$ cat config.mk
export PLATFORM = sky130hd
export DESIGN_NAME = noc_output_port
export DESIGN_NICKNAME = d
export VERILOG_FILES = /design/src/rtl/noc_pkg.sv /design/src/rtl/noc_fifo.sv /design/src/rtl/noc_output_port.sv
export SDC_FILE = /design/constraint.sdc
export NUM_CORES = 1
export LEC_CHECK = 0
export CORE_UTILIZATION = 51
export CTS_BUF_LIST = sky130_fd_sc_hd__clkbuf_8
export CTS_CLUSTER_DIAMETER = 150
export DETAILED_ROUTE_END_ITERATION = 8
export GPL_TIMING_DRIVEN = 0
export PLACE_DENSITY = 0.8
export SKIP_CTS_REPAIR_TIMING = 1
export SLEW_MARGIN = 25
export SYNTH_ARGS = -nofsm -noshare
export SYNTH_HDL_FRONTEND = slang
export SYNTH_HIERARCHICAL = 1
export SYNTH_SLANG_ARGS = --single-unit
export TNS_END_PERCENT = 50
$ cat constraint.sdc
create_clock -name clk -period 4.1 [get_ports clk]
set_input_delay 0.41 -clock clk [delete_from_list [all_inputs] [get_ports clk]]
set_output_delay 0.41 -clock clk [all_outputs]
set_load 0.03 [all_outputs]
$ cat src/rtl/noc_pkg.sv
// rtl/noc_pkg.sv - shared widths, turn tokens and port select codes for the NoC output port
package noc_pkg;

  localparam int FLIT_W = 8;

  // One-hot arbitration tokens, rotated right each cycle
  localparam logic [4:0] TURN_N = 5'b10000;
  localparam logic [4:0] TURN_S = 5'b01000;
  localparam logic [4:0] TURN_E = 5'b00100;
  localparam logic [4:0] TURN_W = 5'b00010;
  localparam logic [4:0] TURN_L = 5'b00001;

  typedef enum logic [2:0] {
    SEL_N = 3'b000,
    SEL_S = 3'b001,
    SEL_E = 3'b010,
    SEL_W = 3'b011,
    SEL_L = 3'b100
  } sel_e;

  // A source select is bad when it names this port (U-turn) or is not a known port
  function automatic logic sel_is_bad(input logic [2:0] sel, input logic [2:0] port_id);
    return (sel == port_id) || (sel > SEL_L);
  endfunction

endpackage

$ cat src/rtl/noc_fifo.sv
// rtl/noc_fifo.sv - synchronous staging FIFO with registered occupancy count
module noc_fifo
  import noc_pkg::*;
#(
  parameter int DEPTH = 4,
  parameter int WIDTH = FLIT_W
) (
  input  logic                       clk,
  input  logic                       rst,
  input  logic                       push,
  input  logic                       pop,
  input  logic [WIDTH-1:0]           wdata,
  output logic [WIDTH-1:0]           rdata,
  output logic [$clog2(DEPTH+1)-1:0] count,
  output logic                       full,
  output logic                       empty
);

  localparam int PW = (DEPTH > 1) ? $clog2(DEPTH) : 1;
  localparam int CW = $clog2(DEPTH + 1);
  localparam logic [PW-1:0] LAST_PTR = PW'(DEPTH - 1);
  localparam logic [CW-1:0] FULL_CNT = CW'(DEPTH);

  logic [WIDTH-1:0] mem_q [DEPTH];
  logic [WIDTH-1:0] mem_d [DEPTH];
  logic [PW-1:0]    wr_ptr_q, wr_ptr_d;
  logic [PW-1:0]    rd_ptr_q, rd_ptr_d;
  logic [CW-1:0]    count_q, count_d;
  logic             do_push, do_pop;

  assign full    = (count_q == FULL_CNT);
  assign empty   = (count_q == '0);
  assign do_push = push && !full;
  assign do_pop  = pop && !empty;
  assign rdata   = mem_q[rd_ptr_q];
  assign count   = count_q;

  // Next storage, pointer and occupancy; pointers wrap at DEPTH, not at a power of two
  always_comb begin
    mem_d    = mem_q;
    wr_ptr_d = wr_ptr_q;
    rd_ptr_d = rd_ptr_q;
    count_d  = count_q;
    if (do_push) begin
      mem_d[wr_ptr_q] = wdata;
      wr_ptr_d = (wr_ptr_q == LAST_PTR) ? '0 : wr_ptr_q + PW'(1);
    end
    if (do_pop) begin
      rd_ptr_d = (rd_ptr_q == LAST_PTR) ? '0 : rd_ptr_q + PW'(1);
    end
    case ({do_push, do_pop})
      2'b10:   count_d = count_q + CW'(1);
      2'b01:   count_d = count_q - CW'(1);
      default: count_d = count_q;
    endcase
  end

  // FIFO state register; reset empties the buffer
  always_ff @(posedge clk or posedge rst) begin
    if (rst) begin
      mem_q    <= '{default: '0};
      wr_ptr_q <= '0;
      rd_ptr_q <= '0;
      count_q  <= '0;
    end else begin
      mem_q    <= mem_d;
      wr_ptr_q <= wr_ptr_d;
      rd_ptr_q <= rd_ptr_d;
      count_q  <= count_d;
    end
  end

endmodule

$ cat src/rtl/noc_output_port.sv
// rtl/noc_output_port.sv - router output port: staging FIFO, credit flow control, link register, turn token
module noc_output_port
  import noc_pkg::*;
#(
  parameter int         FIFO_DEPTH = 4,
  parameter int         CREDITS    = 4,
  parameter logic [2:0] PORT_ID    = 3'b000
) (
  input  logic                         clk,
  input  logic                         rst,
  input  logic [FLIT_W-1:0]            in_data,
  input  logic                         in_enable,
  input  logic [2:0]                   in_select,
  output logic                         port_full,
  output logic [4:0]                   turn,
  output logic [FLIT_W-1:0]            link_data_o,
  output logic                         link_valid_o,
  input  logic                         link_credit_i,
  output logic [$clog2(CREDITS+1)-1:0] credit_cnt,
  output logic                         drop_err,
  output logic                         credit_err
);

  localparam int CCW = $clog2(CREDITS + 1);
  localparam int FCW = $clog2(FIFO_DEPTH + 1);
  localparam logic [CCW-1:0] CREDIT_MAX = CCW'(CREDITS);
  localparam logic [FCW-1:0] FIFO_FULL  = FCW'(FIFO_DEPTH);

  logic [4:0]        turn_q, turn_d;
  logic [CCW-1:0]    credit_q, credit_d;
  logic [FLIT_W-1:0] link_data_q, link_data_d;
  logic              link_valid_q, link_valid_d;
  logic              drop_err_q, drop_err_d;
  logic              credit_err_q, credit_err_d;

  logic [FLIT_W-1:0] fifo_rdata;
  logic [FCW-1:0]    fifo_count;
  logic              unused_fifo_full;
  logic              fifo_empty;
  logic              push, pop;

  // Full comes from the registered count, so a same-cycle pop never frees a slot early
  assign port_full = (fifo_count == FIFO_FULL);
  assign push      = in_enable && !port_full;
  assign pop       = !fifo_empty && (credit_q != '0);

  noc_fifo #(
    .DEPTH (FIFO_DEPTH),
    .WIDTH (FLIT_W)
  ) u_fifo (
    .clk   (clk),
    .rst   (rst),
    .push  (push),
    .pop   (pop),
    .wdata (in_data),
    .rdata (fifo_rdata),
    .count (fifo_count),
    .full  (unused_fifo_full),
    .empty (fifo_empty)
  );

  // Arbitration token rotates right every cycle regardless of traffic
  always_comb begin
    turn_d = {turn_q[0], turn_q[4:1]};
  end

  // Credit accounting: pop spends one, a return pulse restores one, both cancel
  always_comb begin
    credit_d = credit_q;
    case ({pop, link_credit_i})
      2'b10:   credit_d = credit_q - CCW'(1);
      2'b01:   credit_d = (credit_q == CREDIT_MAX) ? credit_q : credit_q + CCW'(1);
      default: credit_d = credit_q;
    endcase
  end

  // Link register: a popped flit is presented for exactly one cycle, data holds otherwise
  always_comb begin
    link_valid_d = pop;
    link_data_d  = pop ? fifo_rdata : link_data_q;
  end

  // Sticky error flags for dropped writes, credit overflow and bad source selects
  always_comb begin
    drop_err_d   = drop_err_q | (in_enable && port_full);
    credit_err_d = credit_err_q
                 | (link_credit_i && !pop && (credit_q == CREDIT_MAX))
                 | (in_enable && sel_is_bad(in_select, PORT_ID));
  end

  // State register; async reset also kills link_valid_o immediately
  always_ff @(posedge clk or posedge rst) begin
    if (rst) begin
      turn_q       <= TURN_N;
      credit_q     <= CREDIT_MAX;
      link_data_q  <= '0;
      link_valid_q <= 1'b0;
      drop_err_q   <= 1'b0;
      credit_err_q <= 1'b0;
    end else begin
      turn_q       <= turn_d;
      credit_q     <= credit_d;
      link_data_q  <= link_data_d;
      link_valid_q <= link_valid_d;
      drop_err_q   <= drop_err_d;
      credit_err_q <= credit_err_d;
    end
  end

  assign turn         = turn_q;
  assign credit_cnt   = credit_q;
  assign link_data_o  = link_data_q;
  assign link_valid_o = link_valid_q;
  assign drop_err     = drop_err_q;
  assign credit_err   = credit_err_q;

endmodule

==> results of run 1 <==
-- worst reg2reg max path: stages, from the launching register on --
cell     delay (ns)
dfrtp_1        0.44
nor3_1         0.62
buf_2          0.32
o21ai_0        0.13
fa_1           0.44
or3_1          0.33
o21ai_0        0.21
a221o_2        0.19
-- metal layers --
metal  GRT usage  wire length [um]  vias up
met5           0                 0        -
met2      0.3183              2311       44
li1            -                 -      759
met1      0.2500              2154      846
met4      0.1132                97        0
met3     0.04472               200       10
-- per-stage QoR --
stage | worst slack [ns] | area [um2] | instances
finish | 1.367 | 3319 | 308
floorplan | 1.343 | 2678 | 187
detailed placement | 1.456 | 3133 | 292
CTS | 1.349 | 3319 | 308
global route | 1.200 | 3319 | 308
global placement | 1.510 | 3105 | 291
-- cell type report --
cell class | count | area [um2] | area share
Inverter | 10 | 37.54 | 0.01131
Tap cell | 70 | 87.58 | 0.02639
Sequential cell | 58 | 1454 | 0.4380
Buffer | 5 | 30.03 | 0.009046
Timing Repair Buffer | 35 | 367.9 | 0.1108
Clock buffer | 9 | 123.9 | 0.03732
Multi-Input combinational cell | 114 | 1156 | 0.3483
Clock inverter | 7 | 62.56 | 0.01885
-- state kept, by name (all words and copies together), names as in the netlist, 2 cells and up --
name / count
u_fifo/mem_q: 32
link_data_o: 8
turn: 5
credit_cnt: 3
u_fifo/count: 3
u_fifo/rd_ptr_q: 2
u_fifo/wr_ptr_q: 2
-- cells in the mapped netlist (3+ instances only) --
cell type   n
nor2_2      4
ha_1        6
mux4_2      8
o21ai_0     4
dfrtp_1    56
nor2_1      8
inv_1      10
mux2_2     43
xor2_1      3
nand2_1     7
-- cell families after synthesis --
family	count (synthesis)	share of synthesized area
DFF	58	0.5430
muxes	54	0.2612
and+or+nand+nor	33	0.07384
AOI/OAI and AO/OA	15	0.04066
buffers and inverters	15	0.02523
adders and majority gates	8	0.04299
xor gates and xnor gates	4	0.01309
-- power breakdown --
part / internal (mW) / leakage [nW] / switching [mW] / total (mW)
Clock: 0.273 / 0.0976 / 0.223 / 0.497
Combinational: 0.738 / 0.635 / 0.619 / 1.36
Sequential: 0.854 / 0.687 / 0.163 / 1.02
Total: 1.87 / 1.42 / 1.01 / 2.87
-- worst max-delay path by stage --
stage | from | to | slack [ns] | cells past startpoint
final | u_fifo/count[0]$_DFFE_PP0P_ | credit_cnt[2]$_DFFE_PP1P_ | 1.37 | 7
after global routing | u_fifo/count[0]$_DFFE_PP0P_ | credit_cnt[2]$_DFFE_PP1P_ | 1.20 | 7
after CTS | u_fifo/count[0]$_DFFE_PP0P_ | credit_cnt[2]$_DFFE_PP1P_ | 1.35 | 7
after detailed placement | u_fifo/count[0]$_DFFE_PP0P_ | credit_cnt[2]$_DFFE_PP1P_ | 1.46 | 7
after global placement | u_fifo/count[0]$_DFFE_PP0P_ | credit_cnt[2]$_DFFE_PP1P_ | 1.51 | 7
after floorplan | u_fifo/count[0]$_DFFE_PP0P_ | u_fifo/count[2]$_DFFE_PP0P_ | 1.34 | 9
==> out/metrics.csv, run 1 <==
metric,value,unit
hold-worst-slack,0.3727,ns
cpMostUsedCell,o21ai_0,
die_height,74.46,um
synthFlopType,dfrtp_1,
avgSynthCellArea,14.32,um2
yosysTopAreaCell,dfrtp_1,
vias_per_cell,5.386,
hold_violations,0,
cts_buffers,9,
cp_top_family,simple AND/OR/NAND/NOR gates,
cp_slowest_cell,nor3_1,
syn_to_final_growth,23.97,%
cts_tree,done,
grt-ovfl-total,0,
synth_top_area_frac,0.5234,
drive_above_1_share,0.3487,
min_path_cells,0,
die_w,74.46,um
drv_slew,0,
rsz0062_at_grt,no,
remaining_drc_errors,0,
fmax,365.9,MHz
powerDensity,865.0,mW/mm2
vias,1659,
rrSetupSlack,1.37,ns
nNetsFinal,256,
setup_violations,0,
synth_cell_types,43,
grt_pass1_vias,1660,
fillers,409,
maxCapViolations,0,
ys_seq_elements,58,
synth_nets,210,
async_flop_share,1.000,
hpwl,3248,um
crit_fanout,10,
gp_congestion,0.7305,
drtIter0Drc,51,
h-tree-depth,3,
start_kind,register,
grt_usage,0.1988,
dieArea,0.005544,mm2
slew_headroom,0.4937,
grt_pass1_wl,7838,um
antenna_found_initial,0,
cts_root_buffer,clkbuf_8,
start_util,0.5276,
worstHoldPathType,register to register,
layout_common_cells,"56 x dfrtp_1, 43 x mux2_2, 34 x clkdlybuf4s50_1",
crit_type,register to register,
synth_edf_count,0,
crit_arrival,3.02,ns
status,"complete, no violations",
period_share,0.6666,
placement.io_buffers,34,
leakage,1.420,nW
hold_path.startpoint,turn[2]$_DFF_PP0_,
synth.area.top_cells,"dfrtp_1 52%, mux2_2 18%, mux4_2 6.7%, ha_1 2.8%, dfstp_2 2.0%",
wl,4763,um
wl_per_cell,15.46,um
clkLatencyLatePin,0.34,ns
rows,26,
finalPower,2.871,mW
ys_warn_count,6,
final_common_cell,dfrtp_1,
cts_sinks,58,
grt_max_degree,22,
core,0.005075,mm2
fin_tns_setup,0,ns
antenna_left,0,
path_buf_inv,1,
syn_inst,187,
cp.required,4.38,ns
holdPathEnd,turn[1]$_DFF_PP0_,
worst-r2r-cell-count,7,
antennaDiodeCount,0,
tightest_slew,0.7587,ns
dr.pass1.iters,4,
vdd_drop_max,395.8,uV
finalCriticalPeriod,2.733,ns
syn-cell-area,0.002678,mm2
finClkSkew,0.004864,ns
reg2reg_from,u_fifo/count[0]$_DFFE_PP0P_,
clkTransAtPathRegs,0.06,ns
pin_count,35,
reg2reg_to,credit_cnt[2]$_DFFE_PP1P_,
clk_path_buf_depth,2,
fin_util,0.6541,
end_kind,register,
max_stage_delay,0.62,ns
seq_area_frac_synth,0.5430,
cp_cell_sequence,nor3_1 -> buf_2 -> o21ai_0 -> fa_1 -> or3_1 -> o21ai_0 -> a221o_2,
Note: power is estimated with default switching activity, not from simulation.
==> run 2, diff against run 1 <==
==> constraint.sdc (replaced) <==
create_clock -name clk -period 2.6 [get_ports clk]
set_input_delay 0.26 -clock clk [delete_from_list [all_inputs] [get_ports clk]]
set_output_delay 0.26 -clock clk [all_outputs]
set_load 0.03 [all_outputs]
==> run 2 against run 1 <==
- worst setup slack worse by 1.1 ns
- critical path depth stayed put
- maximum frequency is 16% higher
- cell area is 1.7% higher
- clock skew is 0.0014 ns higher
- cell count stayed put
- total power is 64% higher
- largest cell class unchanged
- sequential cell count stayed put
- via count is 0.78% lower
==> out/metrics.csv, run 2 (same netlist as run 1, synthesis figures left out) <==
metric,value,unit
h-tree-depth,3,
antennaDiodeCount,0,
fmax,425.1,MHz
clkLatencyLatePin,0.34,ns
place_ws,-0.02844,ns
drive_above_1_share,0.3655,
largest-register,u_fifo/mem_q,
hpwl,3238,um
finalPower,4.697,mW
antenna_left,0,
end_kind,register,
antenna_found_initial,0,
vias,1646,
largest_reg_flops,32,
crit_arrival,2.64,ns
hold_violations,0,
drv_slew,0,
period_share,0.9048,
core,0.005075,mm2
slew_headroom,0.5111,
finalCriticalPeriod,2.353,ns
cp_slowest_cell,dfrtp_1,
cpMostUsedCell,o21ai_0,
clkTransAtPathRegs,0.07,ns
cts_tree,done,
cp.required,2.89,ns
clk_path_buf_depth,2,
nNetsFinal,256,
leakage,1.436,nW
tightest_slew,0.7325,ns
gp_congestion,0.7308,
vias_per_cell,5.344,
cts_buffers,9,
max_stage_delay,0.46,ns
die_height,74.46,um
start_util,0.5276,
dieArea,0.005544,mm2
worstHoldPathType,primary input to asynchronous set/reset pin,
vdd_drop_max,916.9,uV
status,"complete, no violations",
grt_pass1_vias,1617,
pin_count,35,
maxCapViolations,0,
grt_max_degree,25,
placement.io_buffers,34,
finClkSkew,0.006286,ns
dp_cells,292,
fin_tns_setup,0,ns
crit_start,u_fifo/count[1]$_DFFE_PP0P_,
grt-ovfl-total,0,
remaining_drc_errors,0,
cts_root_buffer,clkbuf_8,
powerDensity,1391,mW/mm2
setup_ws,0.2475,ns
hold-worst-slack,0.2578,ns
final_common_cell,dfrtp_1,
die_w,74.46,um
rsz0062_at_grt,no,
rows,26,
crit_fanout,10,
crit_type,register to register,
wl,4828,um
grt_pass1_wl,7921,um
grt_usage,0.2075,
start_kind,register,
syn_to_final_growth,26.07,%
dr.pass1.iters,4,
reg2reg_from,u_fifo/count[1]$_DFFE_PP0P_,
wl_per_cell,15.68,um
cts_sinks,58,
cp_cell_sequence,nor3_4 -> buf_2 -> o21ai_0 -> fa_1 -> or3_1 -> o21ai_0 -> a221o_2,
fin_cells,308,
layout_common_cells,"56 x dfrtp_1, 43 x mux2_2, 34 x clkdlybuf4s50_1",
setup_violations,0,
drtIter0Drc,62,
run 2: changes by cell type in the layout (fill, tap and decap cells not counted):
cell	previous run	this run
nor3_1	1	0
nor3b_2	1	2
inv_6	0	1
bufinv_16	1	2
inv_1	11	9
clkbuf_8	9	10
nor3_4	1	2
clkinv_2	2	1
nor3b_1	1	0
run 2: critical path: cells and delay by family (launching register included):
kind / cells / cell delay, ns
DFF: 1 / 0.46
adders and majority gates: 1 / 0.44
buffers and inverters: 1 / 0.25
and+or+nand+nor: 2 / 0.64
AOI/OAI and AO/OA: 3 / 0.51
run 2: worst paths after layout:
path | slack [ns] | cells past startpoint | end
worst max-delay path | 0.25 | 7 | credit_cnt[2]$_DFFE_PP1P_
worst min-delay path | 0.26 | 2 | u_fifo/mem_q[1]$_DFFE_PP0P_
worst max register to register | 0.25 | 7 | credit_cnt[2]$_DFFE_PP1P_
worst min register to register | 0.38 | 0 | turn[2]$_DFF_PP0_
max in group asynchronous | 1.72 | 2 | drop_err$_DFF_PP0_
min in group clk | 0.38 | 0 | turn[2]$_DFF_PP0_
run 2: per-layer routing:
metal | up-vias | track usage | wire length (um)
met2 | 48 | 0.3173 | 2351
met5 | - | 0 | 0
met4 | 0 | 0.07547 | 42
li1 | 756 | - | -
met3 | 5 | 0.1043 | 245
met1 | 837 | 0.2545 | 2189
run 2: power by group:
part	switching, mW	internal (mW)
clock network	0.369	0.566
registers	0.279	1.35
logic	0.967	1.17
total	1.62	3.08
run 2: cell type report:
cell class | instances | area [um2]
plain buffers | 5 | 30.03
repair buffers | 35 | 367.9
multi-input cells | 114 | 1172
clock inverters | 6 | 88.84
inverters | 10 | 37.54
clock buffers | 10 | 137.6
flip-flops and latches | 58 | 1454
well taps | 70 | 87.58
fillers | 392 | 1699
run 2: metrics by stage:
step / utilization / instance area, um2
after CTS: 0.6630 / 3364
after detailed placement: 0.6183 / 3138
final: 0.6652 / 3376
after global routing: 0.6652 / 3376
after global placement: 0.6129 / 3110
after floorplan: - / 2683
